$ cat src/rtl/interrupt_pkg.sv
// Shared types and constants for the interrupt entry sequencer.
package interrupt_pkg;

  localparam int unsigned PC_W   = 32;
  localparam int unsigned FL_W   = 3;
  localparam int unsigned WORD_W = 16;

  localparam logic [WORD_W-1:0] DEFAULT_VECTOR_ADDR = 16'h0002;

  typedef enum logic [2:0] {
    ST_IDLE,
    ST_DRAIN,
    ST_PUSH_HI,
    ST_PUSH_LO,
    ST_PUSH_FL,
    ST_VECTOR,
    ST_LOAD,
    ST_SERVICE
  } state_e;

  // Order in which context words are pushed to the stack
  typedef enum logic [1:0] {
    CTX_HI = 2'd0,
    CTX_LO = 2'd1,
    CTX_FL = 2'd2
  } ctx_word_e;

  typedef struct packed {
    logic [PC_W-1:0] pc;
    logic [FL_W-1:0] fl;
  } ctx_t;

  function automatic logic [WORD_W-1:0] ctx_word(input ctx_t ctx, input ctx_word_e sel);
    logic [WORD_W-1:0] w;
    w = '0;
    case (sel)
      CTX_HI:  w = ctx.pc[PC_W-1:WORD_W];
      CTX_LO:  w = ctx.pc[WORD_W-1:0];
      CTX_FL:  w = {{(WORD_W-FL_W){1'b0}}, ctx.fl};
      default: w = '0;
    endcase
    return w;
  endfunction

endpackage

$ cat src/rtl/irq_sync_edge.sv
// Synchronises the async interrupt level, detects rising edges and keeps a
// single-deep pending flag plus a sticky overflow flag.
module irq_sync_edge (
  input  logic clk,
  input  logic reset,
  input  logic i_irq,
  input  logic i_clear,
  output logic o_pending,
  output logic o_dropped
);

  logic r_sync1;
  logic r_sync2;
  logic r_sync3;
  logic r_pending;
  logic r_dropped;
  logic w_edge;

  assign w_edge    = r_sync2 & ~r_sync3;
  assign o_pending = r_pending;
  assign o_dropped = r_dropped;

  // A new edge wins over a same-cycle clear so it is never lost
  always_ff @(posedge clk) begin
    if (reset) begin
      r_sync1   <= 1'b0;
      r_sync2   <= 1'b0;
      r_sync3   <= 1'b0;
      r_pending <= 1'b0;
      r_dropped <= 1'b0;
    end else begin
      r_sync1 <= i_irq;
      r_sync2 <= r_sync1;
      r_sync3 <= r_sync2;
      if (w_edge) begin
        r_pending <= 1'b1;
        if (r_pending && !i_clear) begin
          r_dropped <= 1'b1;
        end
      end else if (i_clear) begin
        r_pending <= 1'b0;
      end
    end
  end

endmodule

$ cat src/rtl/interrupt_sequencer.sv
// Interrupt entry sequencer: freezes fetch, drains, pushes PC/flags context,
// fetches the handler vector and redirects fetch, then waits for RTI.
module interrupt_sequencer
  import interrupt_pkg::*;
#(
  parameter int unsigned       DRAIN_CYCLES = 3,
  parameter logic [WORD_W-1:0] VECTOR_ADDR  = DEFAULT_VECTOR_ADDR
) (
  input  logic              clk,
  input  logic              reset,
  input  logic              irq_in,
  input  logic              stall_in,
  input  logic              branch_taken,
  input  logic [PC_W-1:0]   pc_in,
  input  logic [FL_W-1:0]   flags_in,
  input  logic              rti_commit,
  output logic              int_out,
  output logic              freeze_fetch,
  output logic              push_valid,
  output logic [WORD_W-1:0] push_data,
  input  logic              push_ready,
  output logic              rd_req,
  output logic [WORD_W-1:0] rd_addr,
  input  logic              rd_valid,
  input  logic [WORD_W-1:0] rd_data,
  output logic              pc_load,
  output logic [PC_W-1:0]   pc_load_value,
  output logic              busy,
  output logic              irq_dropped
);

  localparam int unsigned CNT_W = (DRAIN_CYCLES > 1) ? $clog2(DRAIN_CYCLES) : 1;

  state_e            r_state;
  logic [CNT_W-1:0]  r_cnt;
  ctx_t              r_ctx;
  logic [WORD_W-1:0] r_vector;
  logic              r_rd_armed;
  logic              r_int_out;
  logic              r_freeze;
  logic              r_push_valid;
  logic [WORD_W-1:0] r_push_data;
  logic              r_rd_req;
  logic              r_pc_load;
  logic              r_busy;

  state_e            w_state_nxt;
  logic [CNT_W-1:0]  w_cnt_nxt;
  logic              w_take;
  logic              w_latch;
  logic              w_armed_nxt;
  logic              w_pending;
  logic              w_dropped;
  logic              w_freeze_nxt;
  logic              w_push_valid_nxt;
  logic [WORD_W-1:0] w_push_data_nxt;
  logic              w_rd_req_nxt;
  logic              w_pc_load_nxt;
  logic              w_busy_nxt;

  irq_sync_edge u_sync (
    .clk      (clk),
    .reset    (reset),
    .i_irq    (irq_in),
    .i_clear  (w_take),
    .o_pending(w_pending),
    .o_dropped(w_dropped)
  );

  // Next state plus next-cycle outputs; outputs are registered from next state
  always_comb begin
    w_state_nxt = r_state;
    w_cnt_nxt   = r_cnt;
    w_take      = 1'b0;
    w_latch     = 1'b0;
    w_armed_nxt = 1'b0;
    case (r_state)
      ST_IDLE: begin
        if (w_pending && !stall_in && !branch_taken) begin
          w_take      = 1'b1;
          w_cnt_nxt   = CNT_W'(DRAIN_CYCLES - 1);
          w_state_nxt = ST_DRAIN;
        end
      end
      ST_DRAIN: begin
        if (r_cnt == '0) begin
          w_state_nxt = ST_PUSH_HI;
        end else begin
          w_cnt_nxt = r_cnt - CNT_W'(1);
        end
      end
      ST_PUSH_HI: if (push_ready) w_state_nxt = ST_PUSH_LO;
      ST_PUSH_LO: if (push_ready) w_state_nxt = ST_PUSH_FL;
      ST_PUSH_FL: if (push_ready) w_state_nxt = ST_VECTOR;
      ST_VECTOR: begin
        // Read data cannot return before the request has been seen for a cycle
        if (r_rd_armed && rd_valid) begin
          w_latch     = 1'b1;
          w_state_nxt = ST_LOAD;
        end else begin
          w_armed_nxt = 1'b1;
        end
      end
      ST_LOAD:    w_state_nxt = ST_SERVICE;
      ST_SERVICE: if (rti_commit) w_state_nxt = ST_IDLE;
      default:    w_state_nxt = ST_IDLE;
    endcase

    w_freeze_nxt     = (w_state_nxt != ST_IDLE) && (w_state_nxt != ST_SERVICE);
    w_push_valid_nxt = (w_state_nxt == ST_PUSH_HI) || (w_state_nxt == ST_PUSH_LO) ||
                       (w_state_nxt == ST_PUSH_FL);
    w_rd_req_nxt     = (w_state_nxt == ST_VECTOR);
    w_pc_load_nxt    = (w_state_nxt == ST_LOAD);
    w_busy_nxt       = (w_state_nxt != ST_IDLE);
    case (w_state_nxt)
      ST_PUSH_HI: w_push_data_nxt = ctx_word(r_ctx, CTX_HI);
      ST_PUSH_LO: w_push_data_nxt = ctx_word(r_ctx, CTX_LO);
      ST_PUSH_FL: w_push_data_nxt = ctx_word(r_ctx, CTX_FL);
      default:    w_push_data_nxt = '0;
    endcase
  end

  always_ff @(posedge clk) begin
    if (reset) begin
      r_state      <= ST_IDLE;
      r_cnt        <= '0;
      r_ctx        <= '0;
      r_vector     <= '0;
      r_rd_armed   <= 1'b0;
      r_int_out    <= 1'b0;
      r_freeze     <= 1'b0;
      r_push_valid <= 1'b0;
      r_push_data  <= '0;
      r_rd_req     <= 1'b0;
      r_pc_load    <= 1'b0;
      r_busy       <= 1'b0;
    end else begin
      r_state      <= w_state_nxt;
      r_cnt        <= w_cnt_nxt;
      r_rd_armed   <= w_armed_nxt;
      r_int_out    <= w_take;
      r_freeze     <= w_freeze_nxt;
      r_push_valid <= w_push_valid_nxt;
      r_push_data  <= w_push_data_nxt;
      r_rd_req     <= w_rd_req_nxt;
      r_pc_load    <= w_pc_load_nxt;
      r_busy       <= w_busy_nxt;
      if (w_take) begin
        r_ctx.pc <= pc_in;
        r_ctx.fl <= flags_in;
      end
      if (w_latch) begin
        r_vector <= rd_data;
      end
    end
  end

  always_ff @(posedge clk) begin
    if (!reset) begin
      assert (DRAIN_CYCLES != 0) else $error("interrupt_sequencer: DRAIN_CYCLES must be nonzero");
    end
  end

  assign int_out       = r_int_out;
  assign freeze_fetch  = r_freeze;
  assign push_valid    = r_push_valid;
  assign push_data     = r_push_data;
  assign rd_req        = r_rd_req;
  assign rd_addr       = VECTOR_ADDR;
  assign pc_load       = r_pc_load;
  assign pc_load_value = {16'h0000, r_vector};
  assign busy          = r_busy;
  assign irq_dropped   = w_dropped;

endmodule

$ cat config.mk
export PLATFORM = sky130hd
export DESIGN_NAME = interrupt_sequencer
export DESIGN_NICKNAME = d
export VERILOG_FILES = /design/src/rtl/interrupt_pkg.sv /design/src/rtl/irq_sync_edge.sv /design/src/rtl/interrupt_sequencer.sv
export SDC_FILE = /design/constraint.sdc
export NUM_CORES = 1
export LEC_CHECK = 0
export ABC_AREA = 1
export ABC_CLOCK_PERIOD_IN_PS = 4100
export BUFFER_PORTS_ARGS = -buffer_cell sky130_fd_sc_hd__buf_2
export CORE_MARGIN = 10
export CORE_UTILIZATION = 52
export DETAILED_ROUTE_END_ITERATION = 12
export PLACE_DENSITY = 0.93
export SLEW_MARGIN = 20
export SYNTH_ARGS = -nofsm -noshare
export SYNTH_HDL_FRONTEND = slang
export SYNTH_SLANG_ARGS = --single-unit
$ cat constraint.sdc
create_clock -name clk -period 4.1 [get_ports clk]
set_input_delay 0.205 -clock clk [delete_from_list [all_inputs] [get_ports clk]]
set_output_delay 0.205 -clock clk [all_outputs]
set_load 0.03 [all_outputs]
### After elaboration in Yosys (flattened, before gate mapping)

Index checks and enable logic that the tools add are counted.
W data, S select, Z words.

* bitwise gates (word level): 3
* eq/ne operators: 15
* reductions and logical operators: 18
* add/subtract/negate cells: 1
* muxes and demuxes: 19

Operator list (count)
* $pmux W16 S3: 1
* $pmux W3 S8: 1
* $eq A3 B3 Y1 const B: 7
* $mux W3: 7
* $eq A3 B2 Y1 const B: 4
* $mux W1: 7
* $logic_and A1 B1 Y1: 5
* $mux W2: 2
* $ne A2 B2 Y1 const B: 2
* $pmux W2 S2: 1
* $reduce_bool A2 Y1: 2
* $eq A3 B1 Y1 const B: 1
* $logic_not A1 Y1: 3
* $logic_not A3 Y1: 1
* $ne A3 B3 Y1 const B: 1
* $reduce_and A3 Y1: 1
* $reduce_bool A3 Y1: 1
* $logic_not A2 Y1: 1
* $logic_or A1 B1 Y1: 2
* $not A1 Y1: 2
* $reduce_and A2 Y1: 1
* $reduce_or A2 Y1: 1
* $sub A2 B1 Y2 const B: 1
* $and A1 B1 Y1: 1

* output and inout port bits: 71
* logic and storage cells: 74
* register bits after elaboration: 84

### Depth between registers and ports, before layout

Gate-level depths: netlist of the first run.

* depth after elaboration: 8
* gate-level depth with buffers: 11
* mapped depth without buffers: 11

### Modules after synthesis

From an unflattened synthesis of the first run, not the netlist that was laid out.

* cell total of the unflattened synthesis: 432
* area total of the unflattened synthesis: 3355.7 um^2

By module, submodules not included
* interrupt_sequencer: area an instance 3190.6 um^2, instances 1, cells an instance 414
* irq_sync_edge: area an instance 165.2 um^2, instances 1, cells an instance 18

### Worst setup path before layout of the first run

OpenSTA, ideal clock, no wires.

* path type: flip-flop to flip-flop
* start: reg r_state[2]
* end: reg r_push_data[14], in the netlist push_data[14]
* stages on the path, launching flop included: 10
* clock period less this slack: 1.436 ns
* setup slack: 2.664 ns
* library setup time: 0.071 ns
* buffers on the path: 1
* arrival: 1.365 ns
* cells stage by stage: dfxtp_1 inv_2 nor2_2 nand3_4 nand3_4 nand4_4 nor2_4 buf_6 nand2_2 a21oi_2

* cells in the longest elaborated chain, start to end: 4
* elaborated cells between the ends (all ways): 20
* classes of those cells: 10 x eq/ne; 9 x mux; 1 x reduce/logical

RTL lines
* start: declaration: RTL line interrupt_sequencer.sv:34 `state_e r_state;`
* start signal: assignment: RTL line interrupt_sequencer.sv:138 `r_state <= w_state_nxt;`
* $eq A3 B3 Y1, or another cell as far along: RTL line interrupt_sequencer.sv:77 `case (r_state)`
* $pmux W3 S8 *: RTL line interrupt_sequencer.sv:77
* $eq A3 B3 Y1 / $eq A3 B2 Y1 (equally long branches): RTL line interrupt_sequencer.sv:115 `case (w_state_nxt)`
* $pmux W16 S3 *: RTL line interrupt_sequencer.sv:115
* end signal: assignment: RTL line interrupt_sequencer.sv:144 `r_push_data <= w_push_data_nxt;`
* end: declaration: RTL line interrupt_sequencer.sv:42 `logic [WORD_W-1:0] r_push_data;`

Every way passes the cells marked *; elsewhere a longest branch is shown, timed or not.
A chain may end at the register's enable or synchronous reset.

### Worst setup path in the final report of the first run

* start: reg r_state[2]
* end: reg r_ctx[34] (netlist name)

* cells in the longest elaborated chain, start to end: 2

RTL lines
* $logic_not A3 Y1: RTL line interrupt_sequencer.sv:77
* $mux W1: RTL line interrupt_sequencer.sv:77
* end: declaration: RTL line interrupt_sequencer.sv:36 `ctx_t r_ctx;`

Every way passes these cells.

==> out/metrics.yaml, run 1 <==
critical_path:
  start_kind: "flop"
  crit_type: "reg -> reg"
  path_cells: "nor2_2 -> nand4_2 -> inv_1 -> nor2_1 -> nor2_1"
  critPathBufInv: 1
  required_ns: 4.38
  path_delay_family: "simple AND/OR/NAND/NOR gates"
  crit_slowest_cell: "inv_1"
  crit_path_frequent_cell: "nor2_1"
  cp_slowest_stage_delay_ns: 1.07
  end_kind: "flop"
  critPathMaxFanout: 44
  worstPathArrival_ns: 3.05
  r2r_slack_ns: 1.33
cts:
  cts_buffer_depth: 2
  htree_levels: 3
  post_cts.repair.setup_buffers: 0
  cts_hold_buffers: 0
  clock-sinks: 84
  worstSkewPairLatency_ns: 0.35
  tritoncts: "done"
  ctsResizeCount: 0
  cts-root-buf: "clkbuf_8"
  path_clk_slew_ns: 0.08
  cts_buffers: 9
floorplanning:
  coreArea_um2: 6350
  die_h_um: 100.7
  start_util_pct: 53.32
  row_count: 29
  dieWidth_um: 100.7
  top_level_ports: 130
  dieArea_um2: 10140
final_layout:
  layout.cells.non_filler: 597
  fill_cells: 586
  nets: 574
  final_util_pct: 61.97
  area_growth_pct: 16.22
  drive_above_1_share_pct: 27.94
  design_area_um2: 3935
timing:
  hold_viol: 0
  fmax_mhz: 361.2
  finalCritPeriodShare_pct: 67.52
  tightest_slew_ns: 0.9639
  holdWs_ns: 0.1042
  setup_tns_ns: 0
  slew_violations: 0
  min_period_ns: 2.768
  slew_headroom_pct: 35.67
  finalClockSkew_ns: 0.006108
  rsz0062_at_grt: "false"
  setup_viol: 0
run:
  max_cap_viol_count: 0
run_status:
  outcome: "complete, no violations"
route:
  viasPerCell: 4.787
  vias: 2858
  drt-total-wl_um: 8010
  first_pass_iters: 4
  avgRoutedWirePerCell_um: 13.42
  drc_errors: 0
  antenna_left: 0
  drt_iter0_drc: 93
place:
  place_area_um2: 3747
  place_congestion: 0.8691
  dp_cells: 580
  port_buffers: 97
  dp_hpwl_um: 5976
logic_synthesis:
  ys_seq_elements: 84
  netlist_area_um2: 3386
  ys_async_sr_fraction_pct: 0
  synthDistinctLibCells: 30
  synthFlopType: "dfxtp_1"
  ys_seq_area_share_pct: 49.67
  synth.avg_cell_area_um2: 7.911
  synthCells: 428
  synth_warnings: 0
  synth_edf_count: 0
power:
  p_int_w: 0.001177
  vdd_drop_max_mv: 0.2628
  power_switching_w: 0.0004391
  power.density_nw_per_um2: 410.8
  p_seq_share_pct: 52.7
  clockPowerShare_pct: 34.2
  switching_share_pct: 27.17
  power.share.combinational_pct: 13.0
  p_leak_nw: 1.781
global_route:
  antenna_found_initial: 0
  overflow: 0
  grt_usage_pct: 15.66
  grt_pass1_wl_um: 12900
  grt_max_degree: 55
  grt_pass1_vias: 2856
min_path:
  hold_path.class: "in -> reg"
[layout by cell type (no fill, tap or decap), drive strengths merged]
cell type and count:
a21boi 1, a21oi 20, a41oi 1, buf 97, bufinv 1, clkbuf 12
clkinv 1, clkinvlp 2, conb 32, dfxtp 84, diode 1, ha 1
inv 22, nand2 48, nand3 10, nand3b 1, nand4 3, nor2 124
nor3 4, nor4 1, o21a 1, o21ai 53
[cell usage after synthesis, types with 3 or more instances]
cell type,instances,share of area [%]
nor2_1,120,13
dfxtp_1,84,50
clkbuf_1,12,1.3
nand2_2,10,1.8
buf_2,5,0.74
inv_2,4,0.44
nor3_1,4,0.59
a21oi_1,10,1.5
buf_4,33,7.3
nor2_2,3,0.55
o21ai_0,52,7.7
inv_1,18,2.0
nand3_1,8,1.2
a21oi_2,10,2.6
nand2_1,38,4.2
[power groups by stage]
stage	Sequential (W)	Combinational [W]	Clock, W
3_5_place_dp	0.000871	0.000209	0
2_1_floorplan	0.000886	0.000164	0
4_1_cts	0.000852	0.000210	0.000572
3_3_place_gp	0.000870	0.000203	0
5_1_grt	0.000855	0.000233	0.000604
6_report	0.000852	0.000211	0.000553
[registers in the layout, summed over array words and instances (netlist names), 2 cells and up]
signal and count:
push_data 16, r_cnt 2, r_ctx 35, r_state 3
r_vector 16
[layout make-up]
class	instances	area, µm²	area share (%)
diodes	1	2.502	0.06359
clock buffers	12	135.1	3.434
clock inverters	4	50.05	1.272
inverters	22	82.58	2.099
multi-input cells	300	1401	35.61
flip-flops and latches	84	1682	42.73
well taps	77	96.34	2.448
repair buffers	97	485.5	12.34
[worst paths after layout]
kind	startpoint	end	cells past startpoint
worst max-delay path	r_state[2]	r_ctx[34]	5
worst max register to register	r_state[2]	r_ctx[34]	5
worst min-delay path	pc_in[14]	r_ctx[17]	3
worst min register to register	u_sync.r_sync1	u_sync.r_sync2	2
[logic make-up (layout without fill, tap and decap cells)]
group,count (synthesis),after routing,synth area share [%]
AO/OA/AOI/OAI,76,76,12.71
other,2,33,0.2218
flip-flops,84,84,49.67
buffers and inverters,74,135,12.27
adder cells (fa/ha/maj),1,1,0.3695
AND/OR/NAND/NOR,191,191,24.76
[worst register-to-register path: stages (launching register included)]
cell,delay (ns)
dfxtp_1,0.38
nor2_2,0.24
nand4_2,0.77
inv_1,1.07
nor2_1,0.09
nor2_1,0.15
[through the flow]
stage,power (W),worst slack (ns)
floorplan,0.001050,2.664
global placement,0.001073,1.583
detailed placement,0.001081,1.396
CTS,0.001635,1.378
global route,0.001691,1.066
finish,0.001616,1.332
[layer usage]
layer / share of wire (%) / global-route usage [%]
met2: 50 / 26.49
met1: 40 / 17.62
met3: 8.5 / 5.418
met4: 1.3 / 6.087
met5: 0 / 0
Power figures use the tool's default switching activity.
==> run 2, diff against run 1 <==
--- a/config.mk
+++ b/config.mk
@@ -6,12 +6,12 @@
 export NUM_CORES = 1
 export LEC_CHECK = 0
 export ABC_AREA = 1
-export ABC_CLOCK_PERIOD_IN_PS = 4100
+export ABC_CLOCK_PERIOD_IN_PS = 2850
 export BUFFER_PORTS_ARGS = -buffer_cell sky130_fd_sc_hd__buf_2
 export CORE_MARGIN = 10
-export CORE_UTILIZATION = 52
+export CORE_UTILIZATION = 48
 export DETAILED_ROUTE_END_ITERATION = 12
-export PLACE_DENSITY = 0.93
+export PLACE_DENSITY = 0.88
 export SLEW_MARGIN = 20
 export SYNTH_ARGS = -nofsm -noshare
 export SYNTH_HDL_FRONTEND = slang
==> constraint.sdc (replaced) <==
create_clock -name clk -period 2.85 [get_ports clk]
set_input_delay 0.1425 -clock clk [delete_from_list [all_inputs] [get_ports clk]]
set_output_delay 0.1425 -clock clk [all_outputs]
set_load 0.03 [all_outputs]
==> run 2 against run 1 <==
  * Wire length rose by 2.2%
  * Sequential share of layout area down 1.3 points
  * Maximum frequency up 43%
  * Global-route usage fell by 0.68 points
  * Critical path type unchanged
  * Non-clock buffer count is 5 higher
==> out/metrics.yaml, run 2 (same netlist as run 1, synthesis figures left out) <==
run_status:
  outcome: "complete, no violations"
place:
  port_buffers: 97  # unchanged
  pre_cts_ws_ns: 0.9616  # -0.4341 ns
  dp_hpwl_um: 6310  # +5.6%
  place_congestion: 0.9435  # +8.6%
timing:
  hold_viol: 0  # unchanged
  finalClockSkew_ns: 0.006947  # +0.0008392 ns
  setup_tns_ns: 0  # unchanged
  finalCritPeriodShare_pct: 68.06  # +0.54 points
  holdWs_ns: 0.03525  # -0.06897 ns
  setup_viol: 0  # unchanged
  fmax_mhz: 515.5  # +43%
  slew_headroom_pct: 50.96  # +15 points
  tightest_slew_ns: 0.7355  # -0.2284 ns
  slew_violations: 0  # unchanged
  rsz0062_at_grt: "false"
  setup_ws_ns: 0.9103  # -0.4213 ns
  min_period_ns: 1.940  # -0.8287 ns
cts:
  post_cts.repair.setup_buffers: 0  # unchanged
  cts_buffer_depth: 2  # unchanged
  cts-root-buf: "clkbuf_8"
  path_clk_slew_ns: 0.08  # about the same
  clock-sinks: 84  # unchanged
  tritoncts: "done"
  htree_levels: 3  # unchanged
  worstSkewPairLatency_ns: 0.35  # about the same
  cts_buffers: 9  # unchanged
min_path:
  worstHoldStart: "pc_in[25]"
  hold_path.class: "in -> reg"
  min_path_cells: 3  # unchanged
  whs_endpoint: "r_ctx[28]"
route:
  drc_errors: 0  # unchanged
  vias: 2831  # -0.94%
  avgRoutedWirePerCell_um: 13.21  # -1.6%
  drt_iter0_drc: 79  # -15%
  first_pass_iters: 4  # unchanged
  antenna_left: 0  # unchanged
  viasPerCell: 4.566  # -4.6%
  drt-total-wl_um: 8188  # +2.2%
global_route:
  grt_pass1_vias: 2896  # +1.4%
  antenna_found_initial: 0  # unchanged
  grt_usage_pct: 14.98  # -0.68 points
  overflow: 0  # unchanged
  grt_pass1_wl_um: 13500  # +4.7%
  grt_max_degree: 37  # -33%
critical_path:
  timing.rr.start: "r_state[0]"
  required_ns: 3.13  # -1.25 ns
  rr_worst_depth: 8  # +3
  r2r-end: "push_data[11]"
  critPathMaxFanout: 13  # -70%
  worstPathArrival_ns: 2.22  # -0.83 ns
  start_kind: "flop"
  end_kind: "flop"
  r2r_slack_ns: 0.91  # -0.42 ns
  crit_type: "reg -> reg"
  crit_start: "r_state[0]"
floorplanning:
  top_level_ports: 130  # unchanged
  die_h_um: 104.0  # +3.3%
  start_util_pct: 49.56  # -3.8 points
  dieWidth_um: 104.0  # +3.3%
  row_count: 30  # +3.4%
  dieArea_um2: 10810  # +6.7%
  coreArea_um2: 6832  # +7.6%
final_layout:
  regMostFlops: "r_ctx"
  largest_reg_flops: 35  # unchanged
  final_util_pct: 59.45  # -2.5 points
  final_cell_mix: "nor2_1, buf_2, dfxtp_1, o21ai_0, nand2_1"
  drive_above_1_share_pct: 28.63  # +0.69 points
  nets: 579  # +0.87%
  layout_commonest_cell: "nor2_1"
  fill_cells: 657  # +12%
  area_growth_pct: 19.96
  antennaDiodeCount: 0  # -1
power:
  power.density_nw_per_um2: 628.6  # +53%
  p_leak_nw: 1.845  # +3.6%
  vdd_drop_max_mv: 0.2791  # +6.2%
  power_w: 0.002553  # +58%
run:
  max_cap_viol_count: 0  # unchanged
-- run 2: cell types whose count changed in the layout (fill, tap and decap cells not counted), moves of 2 or more --
cell / delta
bufinv_16: +2
clkbuf_1: -2
clkinvlp_4: -2
clkbuf_8: +2
buf_4: +4
-- run 2: worst max path at each step --
| stage | cells after the start | end | slack (ns) |
|---|---|---|---|
| after global routing | 8 | push_data[11] | 0.73 |
| final | 8 | push_data[11] | 0.91 |
| after floorplan | 9 | push_data[14] | 1.41 |
| after global placement | 8 | push_data[11] | 1.10 |
| after detailed placement | 8 | push_data[11] | 0.96 |
| after CTS | 8 | push_data[11] | 0.93 |
-- run 2: metal layers --
metal	vias to the layer above	routed length, µm	global-route usage [%]
met3	11	533	3.841
met1	1249	3667	17.65
met5	-	0	0
met2	103	3869	25.14
met4	0	118	6.362
li1	1468	-	-
-- run 2: where the power goes --
group	internal (W)	switching (W)
logic	0.0000863	0.000219
clock network	0.000629	0.000392
registers	0.00121	0.0000212
total	0.00192	0.000632
-- run 2: critical path, stage by stage (launching register included) --
cell and delay (ns):
dfxtp_1 0.57, nand2_1 0.14, nand3_1 0.15, nand2_1 0.14
inv_2 0.11, nand4_4 0.13, nor2_4 0.38, nand2_1 0.09
a21oi_1 0.16
-- run 2: layout make-up --
type	instances	area [µm²]	share of cell area, %
flip-flops and latches	84	1682	41.40
multi-input cells	300	1401	34.50
repair buffers	102	525.5	12.94
clock buffers	12	155.1	3.820
well taps	96	120.1	2.957
clock inverters	4	95.09	2.341
inverters	22	82.58	2.033
-- run 2: metrics by stage --
step | instances | area, µm²
after floorplan | 458 | 3498
after global placement | 603 | 3801
after detailed placement | 603 | 3801
after CTS | 620 | 4061
after global routing | 620 | 4061
final | 620 | 4061
-- run 2: timing repair --
action | CTS | global route
gates resized for setup | 0 | 0
endpoints found under the hold margin | 1 | 0
hold buffers | 1 | 0
==> run 3, diff against run 2 <==
--- a/config.mk
+++ b/config.mk
@@ -5,8 +5,8 @@
 export SDC_FILE = /design/constraint.sdc
 export NUM_CORES = 1
 export LEC_CHECK = 0
-export ABC_AREA = 1
-export ABC_CLOCK_PERIOD_IN_PS = 2850
+export ABC_AREA = 0
+export ABC_CLOCK_PERIOD_IN_PS = 1900
 export BUFFER_PORTS_ARGS = -buffer_cell sky130_fd_sc_hd__buf_2
 export CORE_MARGIN = 10
 export CORE_UTILIZATION = 48
==> constraint.sdc (replaced) <==
create_clock -name clk -period 1.9 [get_ports clk]
set_input_delay 0.095 -clock clk [delete_from_list [all_inputs] [get_ports clk]]
set_output_delay 0.095 -clock clk [all_outputs]
set_load 0.03 [all_outputs]
==> run 3 against run 2 <==
  * Non-clock buffer count increased by 62
  * Critical path depth decreased by 1
  * Sequential share of layout area decreased by 5.0 points
  * Worst setup slack got worse by 0.90 ns
  * Sequential power increased by 45%
  * Register-to-register slack got worse by 0.90 ns
  * Highest routed layer unchanged
  * Total power increased by 34%
  * Critical endpoint is now push_data[10]
==> out/metrics.yaml, run 3 <==
critical_path:
  crit_slowest_cell: "or4_4"
  critPathMaxFanout: 10  # -3
  end_kind: "flop"
  path_delay_family: "simple AND/OR/NAND/NOR gates"
  cp_slowest_stage_delay_ns: 0.59  # +0.02 ns
  path_cells: "buf_6 -> and3_1 -> nor4b_1 -> or4_4 -> clkbuf_16 -> mux2i_1 -> nor2_1"
  required_ns: 2.18  # -0.95 ns
  crit_type: "reg -> reg"
  critPathBufInv: 2  # +1
  worstPathArrival_ns: 2.17  # -0.05 ns
  start_kind: "flop"
floorplanning:
  dieWidth_um: 103.7  # -0.25%
  start_util_pct: 49.52  # about the same
  coreArea_um2: 6794  # -0.55%
  die_h_um: 103.7  # -0.25%
  row_count: 30  # unchanged
  top_level_ports: 130  # unchanged
  dieArea_um2: 10760  # -0.51%
timing:
  finalClockSkew_ns: 0.02088  # +0.01394 ns
  setup_tns_ns: 0  # unchanged
  tightest_slew_ns: 0.6201  # -0.1154 ns
  min_period_ns: 1.893  # -0.04671 ns
  fmax_mhz: 528.3  # +2.5%
  slew_headroom_pct: 58.66  # +7.7 points
  holdWs_ns: 0.07830  # +0.04305 ns
  setup_ws_ns: 0.007000  # -0.9033 ns
  finalCritPeriodShare_pct: 99.63  # +32 points
  slew_violations: 0  # unchanged
  setup_viol: 0  # unchanged
  hold_viol: 0  # unchanged
final_layout:
  antennaDiodeCount: 0  # unchanged
  final_cell_mix: "nand2_1, buf_2, dfxtp_1, a21oi_1, dlygate4sd3_1"
  layout.cells.non_filler: 638  # +2.9%
  drive_above_1_share_pct: 26.38  # -2.2 points
  regMostFlops: "r_ctx"
  layout_commonest_cell: "nand2_1"
  area_growth_pct: 37.75
  fill_cells: 499  # -24%
  nets: 597  # +3.1%
  largest_reg_flops: 35  # unchanged
place:
  place_congestion: 0.8559  # -9.3%
  port_buffers: 97  # unchanged
  pre_cts_ws_ns: -0.05471  # -1.016 ns
  dp_hpwl_um: 6411  # +1.6%
  dp_cells: 566  # -6.1%
global_route:
  grt_pass1_vias: 3325  # +15%
  antenna_found_initial: 0  # unchanged
  grt_max_degree: 38  # +2.7%
  grt_util_met2_pct: 30.41  # +5.3 points
  overflow: 0  # unchanged
  met3_usage_pct: 4.957  # +1.1 points
  grt_usage_pct: 17.98  # +3.0 points
  grt.busiest_layer: "met2"
  grt_pass1_wl_um: 16060  # +19%
  met1_usage_pct: 19.31  # +1.7 points
power:
  switching_share_pct: 28.41  # +3.6 points
  p_int_w: 0.002452  # +28%
  p_leak_nw: 1.914  # +3.7%
  clockPowerShare_pct: 37.5  # -2.5 points
  power.density_nw_per_um2: 739.0  # +18%
  power.share.combinational_pct: 10.4  # -1.6 points
  p_seq_share_pct: 52.1  # +4.1 points
  power_switching_w: 0.0009730  # +54%
  power_w: 0.003425  # +34%
  vdd_drop_max_mv: 0.5770  # +110%
route:
  antenna_left: 0  # unchanged
  drc_errors: 0  # unchanged
  drt-total-wl_um: 10760  # +31%
  viasPerCell: 5.118  # +12%
  drt_iter0_drc: 274  # +250%
  first_pass_iters: 6  # +2
  vias: 3265  # +15%
  avgRoutedWirePerCell_um: 16.86  # +28%
logic_synthesis:
  netlist_area_um2: 3364  # -0.63%
  synth_warnings: 0  # unchanged
  synth.most_common_cell: "nand2_1"
  synthDistinctLibCells: 43  # +43%
  synthFlopType: "dfxtp_1"
  ys_seq_elements: 84  # unchanged
  ys_seq_area_share_pct: 49.98  # +0.31 points
  synthCells: 390  # -8.9%
  yosys-top-cells-count: "nand2_1, dfxtp_1, a21oi_1, buf_4, nor2_1"
  synth_edf_count: 0  # unchanged
  ys_async_sr_fraction_pct: 0  # unchanged
  synthTopCellsByArea: "dfxtp_1, nand2_1, a21oi_1"
  synth_top_area_share_pct: 49.98  # +0.31 points
  synth_top_area_cell: "dfxtp_1"
  synth.avg_cell_area_um2: 8.627  # +9.1%
cts:
  tritoncts: "done"
  clock-sinks: 84  # unchanged
  cts_buffers: 9  # unchanged
  htree_levels: 3  # unchanged
  path_clk_slew_ns: 0.11  # +0.03 ns
  cts-root-buf: "clkbuf_8"
  worstSkewPairLatency_ns: 0.38  # +0.03 ns
  cts_buffer_depth: 2  # unchanged
run:
  max_cap_viol_count: 0  # unchanged
min_path:
  hold_path.class: "in -> reg"
run_status:
  outcome: "complete, no violations"
-- run 3: worst reg2reg max path: cells and delay by family (launching register included) --
family | cells | cell delay [ns]
buf+inv | 2 | 0.34
mux | 1 | 0.19
flops | 1 | 0.41
simple gates | 4 | 0.88
-- run 3: final cells by class --
cell class,instances,area (µm²),share of cell area [%]
Clock buffer,9,123.9,2.673
Tap cell,96,120.1,2.592
Inverter,2,7.507,0.1620
Clock inverter,7,76.32,1.647
Timing Repair Buffer,164,1174,25.32
Multi-Input combinational cell,276,1444,31.16
Sequential cell,84,1689,36.45
-- run 3: worst paths after layout --
| kind | startpoint | end | slack (ns) | cells after the start |
|---|---|---|---|---|
| max | r_state[0] | push_data[10] | 0.007 | 7 |
| min | rd_valid | r_rd_armed | 0.08 | 3 |
| max reg2reg | r_state[0] | push_data[10] | 0.007 | 7 |
| min reg2reg | r_vector[13] | r_vector[13] | 0.45 | 2 |
-- run 3: cell families after synthesis --
family / synth area share [%]
AND/OR/NAND/NOR: 21.20
flip-flops: 49.98
AO/OA/AOI/OAI: 12.79
buffers and inverters: 11.31
multiplexers: 3.867
other: 0.2232
adder cells (fa/ha/maj): 0.3718
XOR/XNOR: 0.2604
-- run 3: power groups by stage --
stage	registers, W	logic, W	clock network [W]
after floorplan	0.00183	0.000211	0
after global placement	0.00183	0.000244	0
after detailed placement	0.00183	0.000247	0
after CTS	0.00179	0.000332	0.00129
after global routing	0.00179	0.000380	0.00135
final	0.00178	0.000357	0.00128
-- run 3: metal layers --
metal	vias to the layer above	routed length, µm
met5	-	0
met4	0	506
met3	44	722
met2	189	5491
met1	1510	4038
li1	1522	-
-- run 3: through the flow --
| stage | area [µm²] | utilization [%] |
|---|---|---|
| floorplan | 3477 | - |
| detailed placement | 3805 | 56.00 |
| CTS | 4528 | 66.65 |
| global placement | 3805 | 56.00 |
| finish | 4634 | 68.21 |
| global route | 4634 | 68.21 |
-- run 3: timing repair --
action                                  4_1_cts  5_1_grt
gates resized for setup                       2        9
setup buffers                                 0        2
hold buffers                                 52        0
endpoints found under the setup margin       22       20
hold endpoints to repair                     52        0
pin swaps                                     0        2
cloned                                        0        2
